File: src/rtl/menu_pkg.sv
// Shared types and defaults for the menu/screen sequencer.
package menu_pkg;

  // Screen codes presented to the output mux; 2'b11 is never driven.
  typedef enum logic [1:0] {
    SCR_MENU = 2'b00,
    SCR_GAME = 2'b01,
    SCR_END  = 2'b10
  } screen_t;

  // Sequencer states.
  typedef enum logic [2:0] {
    MENU,
    ARMED,
    START_PEND,
    GAME,
    END_PEND,
    END_SCR
  } state_t;

  // Default screen geometry of the 1024x768 pipeline.
  localparam int unsigned SCREEN_W = 1024;
  localparam int unsigned SCREEN_H = 768;
  localparam int unsigned BORDER_W = 3;

  // Default start-button geometry and end-screen timing.
  localparam int unsigned BTN_X_DEF      = 412;
  localparam int unsigned BTN_Y_DEF      = 334;
  localparam int unsigned BTN_W_DEF      = 200;
  localparam int unsigned BTN_H_DEF      = 100;
  localparam int unsigned END_FRAMES_DEF = 180;
  localparam int unsigned MIN_SKIP_DEF   = 30;

  localparam int unsigned CNT_W = 8;

  // Half-open span test lo <= v < lo+len, done in 13 bits so lo+len cannot wrap.
  function automatic logic in_span(input logic [11:0] v,
                                   input int unsigned lo,
                                   input int unsigned len);
    logic [12:0] w_v;
    w_v = {1'b0, v};
    return (w_v >= 13'(lo)) && (w_v < 13'(lo + len));
  endfunction

endpackage

File: src/rtl/menu_if.sv
// Timing/mouse/game-logic signals into the sequencer and its screen controls out.
interface menu_if;
  logic        vblnk_in;
  logic [11:0] mouse_x;
  logic [11:0] mouse_y;
  logic        mouse_left;
  logic        game_over_in;
  logic        winner_in;
  logic [1:0]  screen_sel;
  logic        btn_hover;
  logic        btn_pressed;
  logic        game_rst;
  logic        winner_out;

  // Source side: timing generator, mouse and game logic.
  modport master (
    output vblnk_in, mouse_x, mouse_y, mouse_left, game_over_in, winner_in,
    input  screen_sel, btn_hover, btn_pressed, game_rst, winner_out
  );

  // Sequencer side.
  modport slave (
    input  vblnk_in, mouse_x, mouse_y, mouse_left, game_over_in, winner_in,
    output screen_sel, btn_hover, btn_pressed, game_rst, winner_out
  );
endinterface

File: src/rtl/menu_btn_hit.sv
// Registered pointer-in-rectangle test for one menu button.
module menu_btn_hit
  import menu_pkg::*;
#(
  parameter int unsigned BTN_X = BTN_X_DEF,
  parameter int unsigned BTN_Y = BTN_Y_DEF,
  parameter int unsigned BTN_W = BTN_W_DEF,
  parameter int unsigned BTN_H = BTN_H_DEF
) (
  input  logic        i_clk,
  input  logic        i_rst_n,
  input  logic [11:0] i_x,
  input  logic [11:0] i_y,
  output logic        o_hit
);

  logic w_hit;
  logic r_hit;

  assign w_hit = in_span(i_x, BTN_X, BTN_W) && in_span(i_y, BTN_Y, BTN_H);

  // Register the hit result (one cycle pointer-to-hover latency).
  always_ff @(posedge i_clk or negedge i_rst_n) begin
    if (!i_rst_n) r_hit <= 1'b0;
    else          r_hit <= w_hit;
  end

  assign o_hit = r_hit;

endmodule

File: src/rtl/menu_ctl.sv
// Screen-mode sequencer: menu -> game -> end screen, committed on vblnk rising edges.
module menu_ctl
  import menu_pkg::*;
#(
  parameter int unsigned BTN_X      = BTN_X_DEF,
  parameter int unsigned BTN_Y      = BTN_Y_DEF,
  parameter int unsigned BTN_W      = BTN_W_DEF,
  parameter int unsigned BTN_H      = BTN_H_DEF,
  parameter int unsigned END_FRAMES = END_FRAMES_DEF,
  parameter int unsigned MIN_SKIP   = MIN_SKIP_DEF
) (
  input  logic   clk,
  input  logic   rst,
  menu_if.slave  mif
);

  localparam logic [CNT_W-1:0] LAST_FRAME = CNT_W'(END_FRAMES - 1);
  localparam logic [CNT_W-1:0] SKIP_MIN   = CNT_W'(MIN_SKIP);

  state_t           r_state, w_state_nxt;
  screen_t          r_screen, w_screen_nxt;
  logic             r_game_rst, w_game_rst_nxt;
  logic             r_winner, w_winner_nxt;
  logic [CNT_W-1:0] r_cnt, w_cnt_nxt;
  logic             r_skip, w_skip_nxt;
  logic             r_vblnk_d, r_left_d;
  logic             w_frame_start, w_click, w_in_btn, w_on_menu;

  menu_btn_hit #(
    .BTN_X (BTN_X),
    .BTN_Y (BTN_Y),
    .BTN_W (BTN_W),
    .BTN_H (BTN_H)
  ) u_start_btn (
    .i_clk   (clk),
    .i_rst_n (rst),
    .i_x     (mif.mouse_x),
    .i_y     (mif.mouse_y),
    .o_hit   (w_in_btn)
  );

  assign w_frame_start = mif.vblnk_in & ~r_vblnk_d;
  assign w_click       = mif.mouse_left & ~r_left_d;

  // Delay vblank and mouse button by one cycle for rising-edge detection.
  always_ff @(posedge clk or negedge rst) begin
    if (!rst) begin
      r_vblnk_d <= 1'b0;
      r_left_d  <= 1'b0;
    end else begin
      r_vblnk_d <= mif.vblnk_in;
      r_left_d  <= mif.mouse_left;
    end
  end

  // State, screen select and end-screen bookkeeping registers.
  always_ff @(posedge clk or negedge rst) begin
    if (!rst) begin
      r_state    <= MENU;
      r_screen   <= SCR_MENU;
      r_game_rst <= 1'b0;
      r_winner   <= 1'b0;
      r_cnt      <= '0;
      r_skip     <= 1'b0;
    end else begin
      r_state    <= w_state_nxt;
      r_screen   <= w_screen_nxt;
      r_game_rst <= w_game_rst_nxt;
      r_winner   <= w_winner_nxt;
      r_cnt      <= w_cnt_nxt;
      r_skip     <= w_skip_nxt;
    end
  end

  // Next-state and registered-output decode.
  always_comb begin
    w_state_nxt    = r_state;
    w_screen_nxt   = r_screen;
    w_game_rst_nxt = 1'b0;
    w_winner_nxt   = r_winner;
    w_cnt_nxt      = r_cnt;
    w_skip_nxt     = r_skip;
    unique case (r_state)
      MENU: begin
        if (w_click && w_in_btn) w_state_nxt = ARMED;
      end
      ARMED: begin
        if (!mif.mouse_left) w_state_nxt = w_in_btn ? START_PEND : MENU;
      end
      START_PEND: begin
        if (w_frame_start) begin
          w_screen_nxt   = SCR_GAME;
          w_game_rst_nxt = 1'b1;
          w_state_nxt    = GAME;
        end
      end
      GAME: begin
        if (mif.game_over_in) begin
          w_winner_nxt = mif.winner_in;
          w_state_nxt  = END_PEND;
        end
      end
      END_PEND: begin
        if (w_frame_start) begin
          w_screen_nxt = SCR_END;
          w_cnt_nxt    = '0;
          w_skip_nxt   = 1'b0;
          w_state_nxt  = END_SCR;
        end
      end
      END_SCR: begin
        // A skip request only acts at a later frame start: the exit test
        // below uses the already-registered r_skip.
        if (w_click && (r_cnt >= SKIP_MIN)) w_skip_nxt = 1'b1;
        if (w_frame_start) begin
          if ((r_cnt == LAST_FRAME) || r_skip) begin
            w_screen_nxt = SCR_MENU;
            w_cnt_nxt    = '0;
            w_skip_nxt   = 1'b0;
            w_state_nxt  = MENU;
          end else if (r_cnt != '1) begin
            w_cnt_nxt = r_cnt + 1'b1;
          end
        end
      end
      default: begin
        w_screen_nxt = SCR_MENU;
        w_state_nxt  = MENU;
      end
    endcase
  end

  assign w_on_menu = (r_state == MENU) || (r_state == ARMED) || (r_state == START_PEND);

  assign mif.screen_sel  = r_screen;
  assign mif.btn_hover   = w_in_btn & w_on_menu;
  assign mif.btn_pressed = w_in_btn & (r_state == ARMED);
  assign mif.game_rst    = r_game_rst;
  assign mif.winner_out  = r_winner;

endmodule

File: src/flat_wrapper.sv
// flat-port wrapper written by rule: the top's interface ports become plain ports
module menu_ctl_flat import menu_pkg::*;
#(
  parameter int unsigned BTN_X      = BTN_X_DEF,
  parameter int unsigned BTN_Y      = BTN_Y_DEF,
  parameter int unsigned BTN_W      = BTN_W_DEF,
  parameter int unsigned BTN_H      = BTN_H_DEF,
  parameter int unsigned END_FRAMES = END_FRAMES_DEF,
  parameter int unsigned MIN_SKIP   = MIN_SKIP_DEF
)
  (clk, rst, mif_vblnk_in, mif_mouse_x, mif_mouse_y, mif_mouse_left, mif_game_over_in, mif_winner_in, mif_screen_sel, mif_btn_hover, mif_btn_pressed, mif_game_rst, mif_winner_out);
  menu_if mif_i ();
  input  logic clk;
  input  logic rst;
  input wire logic [$bits(mif_i.vblnk_in)-1:0] mif_vblnk_in;
  input wire logic [$bits(mif_i.mouse_x)-1:0] mif_mouse_x;
  input wire logic [$bits(mif_i.mouse_y)-1:0] mif_mouse_y;
  input wire logic [$bits(mif_i.mouse_left)-1:0] mif_mouse_left;
  input wire logic [$bits(mif_i.game_over_in)-1:0] mif_game_over_in;
  input wire logic [$bits(mif_i.winner_in)-1:0] mif_winner_in;
  output wire logic [$bits(mif_i.screen_sel)-1:0] mif_screen_sel;
  output wire logic [$bits(mif_i.btn_hover)-1:0] mif_btn_hover;
  output wire logic [$bits(mif_i.btn_pressed)-1:0] mif_btn_pressed;
  output wire logic [$bits(mif_i.game_rst)-1:0] mif_game_rst;
  output wire logic [$bits(mif_i.winner_out)-1:0] mif_winner_out;
  assign mif_i.vblnk_in = mif_vblnk_in;
  assign mif_i.mouse_x = mif_mouse_x;
  assign mif_i.mouse_y = mif_mouse_y;
  assign mif_i.mouse_left = mif_mouse_left;
  assign mif_i.game_over_in = mif_game_over_in;
  assign mif_i.winner_in = mif_winner_in;
  assign mif_screen_sel = mif_i.screen_sel;
  assign mif_btn_hover = mif_i.btn_hover;
  assign mif_btn_pressed = mif_i.btn_pressed;
  assign mif_game_rst = mif_i.game_rst;
  assign mif_winner_out = mif_i.winner_out;
  menu_ctl #(.BTN_X(BTN_X), .BTN_Y(BTN_Y), .BTN_W(BTN_W), .BTN_H(BTN_H), .END_FRAMES(END_FRAMES), .MIN_SKIP(MIN_SKIP)) u_core (.clk(clk), .rst(rst), .mif(mif_i));
endmodule
File: config.mk
export PLATFORM = sky130hd
export DESIGN_NAME = menu_ctl_flat
export DESIGN_NICKNAME = d
export VERILOG_FILES = /design/src/rtl/menu_pkg.sv /design/src/rtl/menu_if.sv /design/src/rtl/menu_btn_hit.sv /design/src/rtl/menu_ctl.sv /design/src/flat_wrapper.sv
export SDC_FILE = /design/constraint.sdc
export NUM_CORES = 1
export LEC_CHECK = 0
export ABC_AREA = 1
export CAP_MARGIN = 20
export CORE_UTILIZATION = 48
export DETAILED_ROUTE_END_ITERATION = 12
export PLACE_DENSITY = 0.82
export SLEW_MARGIN = 20
export SYNTH_ARGS = -nofsm -noshare
export SYNTH_HDL_FRONTEND = slang
export SYNTH_SLANG_ARGS = --single-unit
File: constraint.sdc
create_clock -name clk -period 1.8 [get_ports clk]
set_input_delay 0.27 -clock clk [delete_from_list [all_inputs] [get_ports clk]]
set_output_delay 0.27 -clock clk [all_outputs]
set_load 0.02 [all_outputs]
# --- Yosys cells after proc, flatten, opt, wreduce, memory -nomap -nowiden ---
# Index checks and enable logic that the tools add are counted.
totals:
  regBits: 19
  word_cells: 79
  input_bits: 30
  output_inout_bits: 6
op_classes:
  bitwise_logic: 7
  eq_ne: 15
  n_reduce_logical: 16
  n_mux: 26
  add_sub_neg: 1
  order_cmp: 5
op_table:
  columns: ["op", "count"]
  rows:
  - ["$mux W8", 4]
  - ["$ge A12 B9 Y1 const B", 2]
  - ["$mux W3", 7]
  - ["$pmux W3 S6", 1]
  - ["$pmux W8 S2", 1]
  - ["$lt A12 B10 Y1 const B", 1]
  - ["$lt A12 B9 Y1 const B", 1]
  - ["$mux W2", 5]
  - ["$ne A2 B1 Y1 const B", 5]
  - ["$add A8 B1 Y8 const B", 1]
  - ["$eq A8 B8 Y1 const B", 1]
  - ["$ge A8 B5 Y1 const B", 1]
  - ["$ne A8 B8 Y1 const B", 1]
  - ["$pmux W2 S4", 1]
  - ["$reduce_and A7 Y1", 1]
  - ["$eq A3 B2 Y1 const B", 2]
  - ["$eq A3 B3 Y1 const B", 2]
  - ["$mux W1", 6]
  - ["$logic_and A1 B1 Y1", 5]
  - ["$reduce_and A5 Y1", 1]
  - ["$and A1 B1 Y1", 4]
  - ["$ne A2 B2 Y1 const B", 2]
  - ["$reduce_and A2 Y1", 2]
  - ["$reduce_and A4 Y1", 1]
  - ["8 further kinds", 12]

# --- Longest topological paths before layout ---
logic_depth:
  word_depth: 7
  mapped_depth: 10
  ltp_nobuf: 9

# --- Cells and area by module ---
# A second synthesis with hierarchy kept.
unflattened:
  hier_cells: 224
  area_unflattened_um2: 1452.6
by_module_without_submodules:
  columns: ["module", "seq_area_each_um2", "n_inst", "area_per_inst_um2", "cells_per_inst"]
  rows:
  - ["menu_ctl", 450.4, 1, 1217.4, 174]
  - ["menu_btn_hit", 25.0, 1, 235.2, 50]

# --- Least setup slack after synthesis ---
# Ideal clock, no wire load.
synth_path:
  kind: "reg2reg"
  start: "reg u_core.r_cnt[1]"
  end: "reg u_core.r_cnt[6]"
  path_slack_ns: 0.348
  n_path_buf: 1
  required_ns: 1.726
  stages_incl_launch_ff: 11
  setup_ns: 0.074
  synth_period_minus_slack_ns: 1.452
  arrival_time_ns: 1.378
  cell_sequence: "dfrtp_1 -> ha_1 -> inv_1 -> nor2_4 -> nand2_2 -> nor2_2 -> nand3_2 -> nand2_4 -> buf_12 -> nand2_2 -> o21ai_2"
synth_between:
  elab_chain_len: 5
  elab_cells_between_ends: 10
  cone_classes: "add/sub: 1; eq/ne: 3; mux: 4; reduce/logical: 2"
synth_lines:
  columns: ["element", "line", "rtl"]
  rows:
  - ["start, declared", "menu_ctl.sv:24", "logic [CNT_W-1:0] r_cnt, w_cnt_nxt;"]
  - ["start signal, assigned", "menu_ctl.sv:70", "r_cnt <= w_cnt_nxt;"]
  - ["$add A8 B1 Y8 or $eq A8 B8 Y1 (tied branches)", "menu_ctl.sv:122, menu_ctl.sv:116", null]
  - ["$mux W8 or $logic_or A1 B1 Y1 (tied branches)", "menu_ctl.sv:121, menu_ctl.sv:116", null]
  - ["$mux W8", "menu_ctl.sv:116", "if ((r_cnt == LAST_FRAME) || r_skip) begin"]
  - ["$mux W8", "menu_ctl.sv:115", "if (w_frame_start) begin"]
  - ["$pmux W8 S2", "menu_ctl.sv:83", "unique case (r_state)"]
# Parallel ways exist; a longest one is shown, timed or not. The select of a mux whose other input is x is not followed.
# A chain may end at the register's enable or synchronous reset.

# --- Final worst setup path ---
layout_path:
  start: "reg u_core.r_state[2]"
  end: "out mif_btn_pressed"
layout_between:
  elab_chain_len: 2
layout_lines:
  columns: ["element", "line", "rtl"]
  rows:
  - ["start, declared", "menu_ctl.sv:20", "state_t r_state, w_state_nxt;"]
  - ["start signal, assigned", "menu_ctl.sv:66", "r_state <= w_state_nxt;"]
  - ["$eq A3 B1 Y1", "menu_ctl.sv:137", "assign mif.btn_pressed = w_in_btn & (r_state == ARMED);"]
  - ["$and A1 B1 Y1", "menu_ctl.sv:137", null]
  - ["end, declared", "flat_wrapper.sv:23", "output wire logic [$bits(mif_i.btn_pressed)-1:0] mif_btn_pressed;"]
# No other way between the ends.

==> results.sh <==
export IMPL_synth_xor_area_share_pct=0.637
export IMPL_route_vias_total=1308
export IMPL_clk_path_buf_depth=2
export IMPL_critPathBufInv=2
export IMPL_wirelength_microns=2750
export IMPL_hold_viol_final=0
export IMPL_p_leak_nw=0.807
export IMPL_cts_buffers_inserted=3
export IMPL_swShare_pct=33.8
export IMPL_final_area_sq_mm=0.00176
export IMPL_dpl_instance_area_sq_mm=0.00174
export IMPL_syn_area_sq_mm=0.00138
export IMPL_cp_end_kind="output pin"
export IMPL_peakVddDrop_mv=0.702
export IMPL_crit_path_top_delay_cell="dfrtp_1"
export IMPL_ys_seq_area_share_pct=34.6
export IMPL_synth_seq_cells=19
export IMPL_cpPeakStageDelay_ns=0.40
export IMPL_outcome="complete, no violations"
export IMPL_grt_max_degree=20
export IMPL_yosys_warnings=0
export IMPL_synthMuxAreaShare_pct=0.819
export IMPL_synth_largest_area_cell="dfrtp_1"
export IMPL_holdWs_ns=0.285
export IMPL_io_pins=36
export IMPL_critPathMaxFanout=7
export IMPL_finalNetCount=264
export IMPL_wl_per_cell_microns=10.5
export IMPL_die_w_microns=55.5
export IMPL_finClkSkew_ns=0.00667
export IMPL_synthesis_nets=224
export IMPL_dp_hpwl_microns=2210
export IMPL_ant_nets=0
export IMPL_clk_latency_ns=0.31
export IMPL_min_period_ns=1.68
export IMPL_drv_slew=0
export IMPL_cts_sinks=19
export IMPL_highest_layer="met4"
export IMPL_cts_hold_buf=0
export IMPL_drt_first_pass_iters=4
export IMPL_met1Wirelength_microns=1250
export IMPL_portBuffers=32
export IMPL_relSlewSlack_pct=75.5
export IMPL_diodes=0
export IMPL_clkPwrFrac_pct=20.1
export IMPL_clkTransAtPathRegs_ns=0.11
export IMPL_tns_ns=0
export IMPL_worst_setup_path_start_kind="flop"
export IMPL_post_cts_buffers=0
export IMPL_syn_inst=192
export IMPL_drive_gt1_share_pct=17.7
export IMPL_postLayoutCoreUtil_pct=64.4
export IMPL_synthSimpleGateAreaFrac_pct=41.0
export IMPL_drt_initial_drc_count=50
export IMPL_p_sw_mw=0.374
export IMPL_synth_top_area_share_pct=34.6
export IMPL_synth_top_family_by_area="simple AND/OR/NAND/NOR gates"
export IMPL_max_cap_violations=0
export IMPL_viasPerCell=4.99
export IMPL_track_usage_pct=20.7
export IMPL_cp_required_ns=1.53
export IMPL_seq_power_share_pct=47.7
export IMPL_worstMarginPinSlew_ns=0.366
export IMPL_row_count=19
export IMPL_finalCritPeriodShare_pct=93.1
export IMPL_syn_to_final_growth_pct=28.0
export IMPL_pwr_share_comb_pct=32.3
export IMPL_arrival_ns=1.41
export IMPL_cp_cell_sequence="inv_2, nand3_1, nor2_1, dlygate4sd2_1"
export IMPL_grt_overflow=0
export IMPL_cts_htree_levels=1
export IMPL_path_class="reg2out"
export IMPL_crit_family="buffers and inverters"
export IMPL_grt_pass1_vias=1277
export IMPL_power_density_mw_per_mm2=629
export IMPL_finalSetupViolations=0
export IMPL_ys_top_cells_by_area="dfrtp_1, nand2_1, nor2_1"
export IMPL_rsz0062_at_grt="false"
export IMPL_cts_tree="built"
export IMPL_p_int_mw=0.733
export IMPL_core_area_sq_mm=0.00273
export IMPL_yosysUniqueCellTypes=34
export IMPL_drt_drc_violations_left=0
export IMPL_hold_path_class="in2async"
export IMPL_gp_congestion=0.828
export IMPL_dieArea_sq_mm=0.00308
export IMPL_synthAdderAreaFrac_pct=1.82
export IMPL_die_height_microns=55.5
export IMPL_grt_pass1_wl_microns=5200
export IMPL_root_buffer="clkbuf_4"
export IMPL_wl_met2_microns=1360
export IMPL_initial_core_util_pct=50.3
export IMPL_max_freq_mhz=597
export IMPL_dr_wl_met3_microns=114
export IMPL_synth_compound_area_share_pct=11.7
export IMPL_antenna_found_initial=0
export IMPL_synth_avg_cell_area_sq_um=7.16
[flip-flops by register name (all words and copies together) (netlist names)]
name and count:
u_core.mif.game_rst 1, u_core.mif.screen_sel 2, u_core.mif.winner_out 1, u_core.r_cnt 8
u_core.r_left_d 1, u_core.r_skip 1, u_core.r_state 3, u_core.r_vblnk_d 1
u_core.u_start_btn.o_hit 1
[power by group through the flow]
stage	combinational [mW]	clock, mW	sequential (mW)
3_5_place_dp	0.358	0	0.536
2_1_floorplan	0.221	0	0.535
5_1_grt	0.404	0.249	0.536
3_3_place_gp	0.355	0	0.535
4_1_cts	0.359	0.232	0.528
6_report	0.357	0.222	0.528
[cells in the mapped netlist]
library cell   n
nor2_1        23
nand3_2        1
nor3_1         4
o21bai_1       1
buf_4          1
o21ai_2        6
nand2_1       49
a21boi_0       1
nand2_2       10
nand3_4        1
inv_2          4
dfrtp_1       19
a31oi_1        1
nand3b_1       1
nand2_4        1
buf_6          1
o21a_1         1
or2_1          1
nor2_2         2
xor2_1         1
a31o_2         1
mux2_2         1
ha_1           2
o21ai_1        2
nand4_1        6
a21oi_2        1
inv_1         20
o21ai_0        6
nor2_4         2
or2_2          1
a21oi_1        3
nand3_1       16
buf_12         1
o31ai_1        1
[stage by stage]
step	std cells	power (mW)	setup WS (ns)
floorplan	192	0.756	0.348
global placement	258	0.890	0.0630
detailed placement	258	0.895	0.0754
CTS	262	1.12	0.00990
global route	262	1.19	0.0000933
finish	262	1.11	0.124
[path summary, 6_finish.rpt]
| check | from | end | slack, ns | cells past startpoint |
|---|---|---|---|---|
| hold reg to reg | u_core.mif.screen_sel[1]$_DFFE_PN0P_ | u_core.mif.screen_sel[1]$_DFFE_PN0P_ | 0.49 | 2 |
| min in group clk | mif_vblnk_in | u_core.r_vblnk_d$_DFF_PN0_ | 0.42 | 1 |
| setup reg to reg | u_core.r_cnt[1]$_DFFE_PN0P_ | u_core.r_cnt[3]$_DFFE_PN0P_ | 0.14 | 9 |
| hold / removal | rst | u_core.r_cnt[0]$_DFFE_PN0P_ | 0.29 | 2 |
| max in group asynchronous | rst | u_core.r_state[2]$_DFFE_PN0P_ | 1.31 | 2 |
| setup / recovery | u_core.r_state[2]$_DFFE_PN0P_ | mif_btn_pressed | 0.12 | 4 |
[routing by layer]
| layer | vias to the layer above | GRT usage (%) |
|---|---|---|
| met5 | - | 0 |
| met1 | 579 | 27.0 |
| met2 | 26 | 34.8 |
| li1 | 698 | - |
| met4 | 0 | 4.64 |
| met3 | 5 | 4.92 |
[cells in the final DEF, fill, tap and decap left out, types with 6 or more instances in the layout]
| cell type | count |
|---|---|
| nand2_1 | 49 |
| clkdlybuf4s50_1 | 30 |
| nor2_1 | 23 |
| inv_1 | 20 |
| dfrtp_1 | 19 |
| nand3_1 | 16 |
| nand2_2 | 10 |
| o21ai_0 | 6 |
| nand4_1 | 6 |
| o21ai_2 | 6 |
| buf_4 | 6 |
[layout make-up]
class / count / area [sq um]
Timing Repair Buffer: 38 / 359
Inverter: 24 / 90.1
Multi-Input combinational cell: 146 / 771
Clock buffer: 4 / 26.3
Sequential cell: 19 / 475
Tap cell: 31 / 38.8
Fill cell: 250 / 973
[worst register-to-register path, stage by stage, from the launching register on]
cell     delay, ns
dfrtp_1       0.46
ha_1          0.26
inv_1         0.09
nor2_4        0.14
nand2_2       0.07
nor2_2        0.09
nand3_2       0.09
nand2_4       0.21
nand2_1       0.09
o21ai_1       0.08
[timing repair]
| item | 4_1_cts | 5_1_grt |
|---|---|---|
| cloned | 0 | 0 |
| resized for setup | 3 | 2 |
| setup endpoints to repair | 2 | 1 |
[cell families (layout without fill, tap and decap cells)]
kind of cell / Yosys count / in the layout
flip-flops: 19 / 19
AO/OA/AOI/OAI: 24 / 24
buffers and inverters: 27 / 66
adder cells (fa/ha/maj): 2 / 2
multiplexers: 1 / 1
AND/OR/NAND/NOR: 118 / 118
XOR/XNOR: 1 / 1
No activity file was read; power rests on OpenSTA's default activity.
==> patch 1 (same flow settings) <==
The package constant `CNT_W` goes from 8 to 9.
--- a/src/rtl/menu_pkg.sv
+++ b/src/rtl/menu_pkg.sv
@@ -31,7 +31,7 @@
   localparam int unsigned END_FRAMES_DEF = 180;
   localparam int unsigned MIN_SKIP_DEF   = 30;
 
-  localparam int unsigned CNT_W = 8;
+  localparam int unsigned CNT_W = 9;
 
   // Half-open span test lo <= v < lo+len, done in 13 bits so lo+len cannot wrap.
   function automatic logic in_span(input logic [11:0] v,
Check against the original RTL: same outputs for any inputs over 10 cycles, from zero or initial values and one cycle with rst low; that may be too few to reach the edited logic, so the function may still have changed.
==> patch 1 against the unedited design <==
- the flow now finishes with violations (negative setup slack)
- highest routed layer unchanged
- final area increased by 8.7%
- worst setup slack got worse by 0.13 ns
- fmax decreased by 7.2%
- sequential cell count increased by 1
- area after synthesis increased by 3.3%
- synthesized cell count decreased by 0.52%
- largest power group unchanged
- power decreased by 17%
- clock skew increased by 0.0042 ns
- global-route usage decreased by 0.12 points
- wire length increased by 14%
- non-clock buffer count increased by 8
==> patch 1: results (changes against the unedited design) <==
metric,value,unit,change
P_leak,0.9230,nW,was 0.8067 nW
nets,273,,was 264
FILL cells,235,,was 250
reg2reg path depth,10,,was 9
Crit Reg-Reg Startpoint,u_core.r_cnt[0],,was u_core.r_cnt[1]
status,"complete, but fails checks",,"was finished, final reports clean"
Post-Route WL,3123,um,was 2749 um
layout cell share with drive strength beyond 1,0.2059,,was 0.1775
failing checks,negative setup slack,,
setup ws final,-0.007008,ns,was 0.1238 ns
met2 GRT Util,0.3350,,was 0.3477
Synth Area in Compound Gates,0.1128,,was 0.1174
largest net degree at the start of global routing,21,,was 20
Internal,654.0,uW,was 733.2 uW
crit path capture,u_core.r_cnt[8],,was mif_btn_pressed
met2 WL,1535,um,was 1364 um
placed instance count,262,,was 258
Min Hold Slack,0.2756,ns,was 0.2853 ns
grt met1 use,0.2815,,was 0.2704
Post-Synth XOR/XNOR Area,0.006167,,was 0.006369
sequential share of the synthesized area,0.3524,,was 0.3458
worst path arrival time,2.05,ns,was 1.41 ns
Placer Congestion,0.8163,,was 0.8281
global-route wire length before repair,5223,um,was 5195 um
Cells after Synth,191,,was 192
# setup viols final,1,,was 0
Slew headroom,0.8036,,was 0.7549
# resized after CTS,2,,was 3
Total GRT Usage,0.2057,,was 0.2069
Metal-1 WL,1411,um,was 1245 um
max reg flops,9,,was 8
synth unique cells,32,,was 34
routed len/inst,11.61,um,was 10.49 um
clock skew,0.01085,ns,was 0.006671 ns
Post-Place Worst Slack,0.07180,ns,was 0.07537 ns
Detail Placement HPWL,2351,um,was 2206 um
post-synthesis adder-cell area fraction,0.02643,,was 0.01820
==> patch 1: changes by cell type in the layout (fill, tap and decap cells not counted), moves of 4 or more <==
cell and change:
inv_1 +9, nand2_1 -9, buf_4 +8, nand3_1 -4
o21ai_2 -4
==> patch 1: power by group through the flow <==
stage / clock network [mW] / logic (mW) / registers (mW)
global placement: 0 / 0.219 / 0.488
finish: 0.220 / 0.224 / 0.479
floorplan: 0 / 0.123 / 0.487
detailed placement: 0 / 0.224 / 0.488
global route: 0.241 / 0.248 / 0.483
CTS: 0.224 / 0.225 / 0.479
==> patch 1: area by class of cell <==
type,count,area (um^2),area share
multi-input combinational,137,805.8,0.4212
sequential,20,500.5,0.2616
timing repair buffer,46,422.9,0.2211
tap,31,38.79,0.02027
inverter,32,122.6,0.06409
clock buffer,3,22.52,0.01177
==> patch 1: cells by family after synthesis <==
kind of cell | Yosys count
and+or+nand+nor | 107
buffers and inverters | 34
AOI/OAI and AO/OA | 25
DFF | 20
adders and majority gates | 3
xor gates and xnor gates | 1
muxes | 1
==> patch 2 (config.mk and constraints unchanged) <==
Made on the original files. Encoding of `state_t`: now one-hot (6 bits for 6 states).
--- a/src/rtl/menu_pkg.sv
+++ b/src/rtl/menu_pkg.sv
@@ -9,13 +9,13 @@
   } screen_t;
 
   // Sequencer states.
-  typedef enum logic [2:0] {
-    MENU,
-    ARMED,
-    START_PEND,
-    GAME,
-    END_PEND,
-    END_SCR
+  typedef enum logic [5:0] {
+    MENU       = 6'b000001,
+    ARMED      = 6'b000010,
+    START_PEND = 6'b000100,
+    GAME       = 6'b001000,
+    END_PEND   = 6'b010000,
+    END_SCR    = 6'b100000
   } state_t;
 
   // Default screen geometry of the 1024x768 pipeline.
Formal check against the unedited RTL: no difference found for any inputs over 10 cycles, from zero or initial values and one cycle with rst low; not proved beyond that.
==> patch 2 against the unedited design <==
- power increased by 13%
- register-to-register slack improved by 0.03 ns
- sequential cell count increased by 3
- wire length increased by 18%
- worst setup slack got worse by 0.073 ns
- combinational power increased by 18%
- area after synthesis increased by 9.4%
- worst hold slack improved by 0.0026 ns
- largest cell class unchanged
- final area increased by 14%
- via count increased by 14%
- global-route usage increased by 0.88 points
- first-iteration DRC count increased by 24%
==> patch 2: results (changes against the unedited design) <==
metric,value,unit,change
P_leak,1.016,nW,was 0.8067 nW
multi-input gates,163,,was 146
drt via density,4.937,,was 4.992
synth unique cells,29,,was 34
clock network power share,0.220,,was 0.201
clock skew,0.006314,ns,was 0.006671 ns
Layout non-clock buf frac,0.2111,,was 0.2040
synth cell count leaders,"nand2_1 (65), inv_1 (33), nor2_1 (31)",,"was nand2_1 (49), nor2_1 (23), inv_1 (20)"
Worst Max-Slew Pin Slew,0.2814,ns,was 0.3662 ns
crit path max fanout,3,,was 7
largest net degree at the start of global routing,23,,was 20
crit-path max cell delay,0.56,ns,was 0.40 ns
layout cell share with drive strength beyond 1,0.1624,,was 0.1775
Post-Route WL,3249,um,was 2749 um
area taken by multi-input logic gates,822.0,um^2,was 770.7 um^2
sequential share of the synthesized area,0.3669,,was 0.3458
worst path arrival time,1.48,ns,was 1.41 ns
combinational gate power,422,uW,was 357 uW
Cells after Synth,223,,was 192
DR iter-0 viols,62,,was 50
routed len/inst,10.76,um,was 10.49 um
Top delay family on crit path,flip-flops,,was buffers and inverters
ClkCell Share,0.01811,,was 0.01493
placed instance count,298,,was 258
status,"finished, final reports clean",,unchanged
FILL cells,259,,was 250
Non-clock inverters,35,,was 24
global-route wire length before repair,5616,um,was 5195 um
vias in the first global route,1376,,was 1277
Syn Nets,255,,was 224
cell at the slowest stage of the critical path,dfstp_2,,was dfrtp_1
Internal,859.6,uW,was 733.2 uW
Total GRT Usage,0.2156,,was 0.2069
Non-clock buffers,47,,was 38
maximum vdd drop,410.5,uV,was 701.8 uV
Placer Congestion,0.8226,,was 0.8281
[patch 2: changes by cell type after synthesis, moves of 3 or more]
cell	change
nand2_2	-8
nor3_1	+3
nor2_1	+8
o21ai_2	-4
nand3_1	+6
nand2_1	+16
inv_1	+13
a21oi_1	-3
[patch 2: layer usage]
metal  track usage  routed length [um]
met5             0                   0
met4       0.07143                  43
met3       0.03125                 103
met2        0.3842                1575
met1        0.2672                1527
[patch 2: repair_timing]
action,CTS,global route
resized for setup,8,5
setup endpoints to repair,2,11
buffers inserted,0,0
[patch 2: cells by family after synthesis]
logic type / Yosys count / synth area share
xor+xnor: 3 / 0.01747
fa+ha+maj: 2 / 0.01664
compound gates: 13 / 0.05657
mux: 1 / 0.007487
flops: 22 / 0.3669
buf+inv: 38 / 0.1015
simple gates: 144 / 0.4334
[patch 2: worst paths after layout]
kind | from | to | slack (ns) | cells past startpoint
min in group clk | mif_vblnk_in | u_core.r_vblnk_d | 0.41 | 1
max in group asynchronous | rst | u_core.r_state[0] | 1.23 | 2
worst max-delay path | u_core.r_state[0] | mif_btn_hover | 0.05 | 7
worst max register to register | u_core.r_state[0] | u_core.r_state[1] | 0.17 | 10
worst min-delay path | rst | u_core.r_state[3] | 0.29 | 2
worst min register to register | u_core.mif.screen_sel[1] | u_core.mif.screen_sel[1] | 0.48 | 2
[patch 2: metrics by stage]
step	power (mW)	instance area, um^2	worst slack, ns
floorplan	0.7757	1504	0.3543
global placement	0.9503	1954	-0.006818
detailed placement	0.9643	1954	-0.03952
CTS	1.240	1981	0.02375
global route	1.339	2003	-0.05745
finish	1.247	2003	0.05123
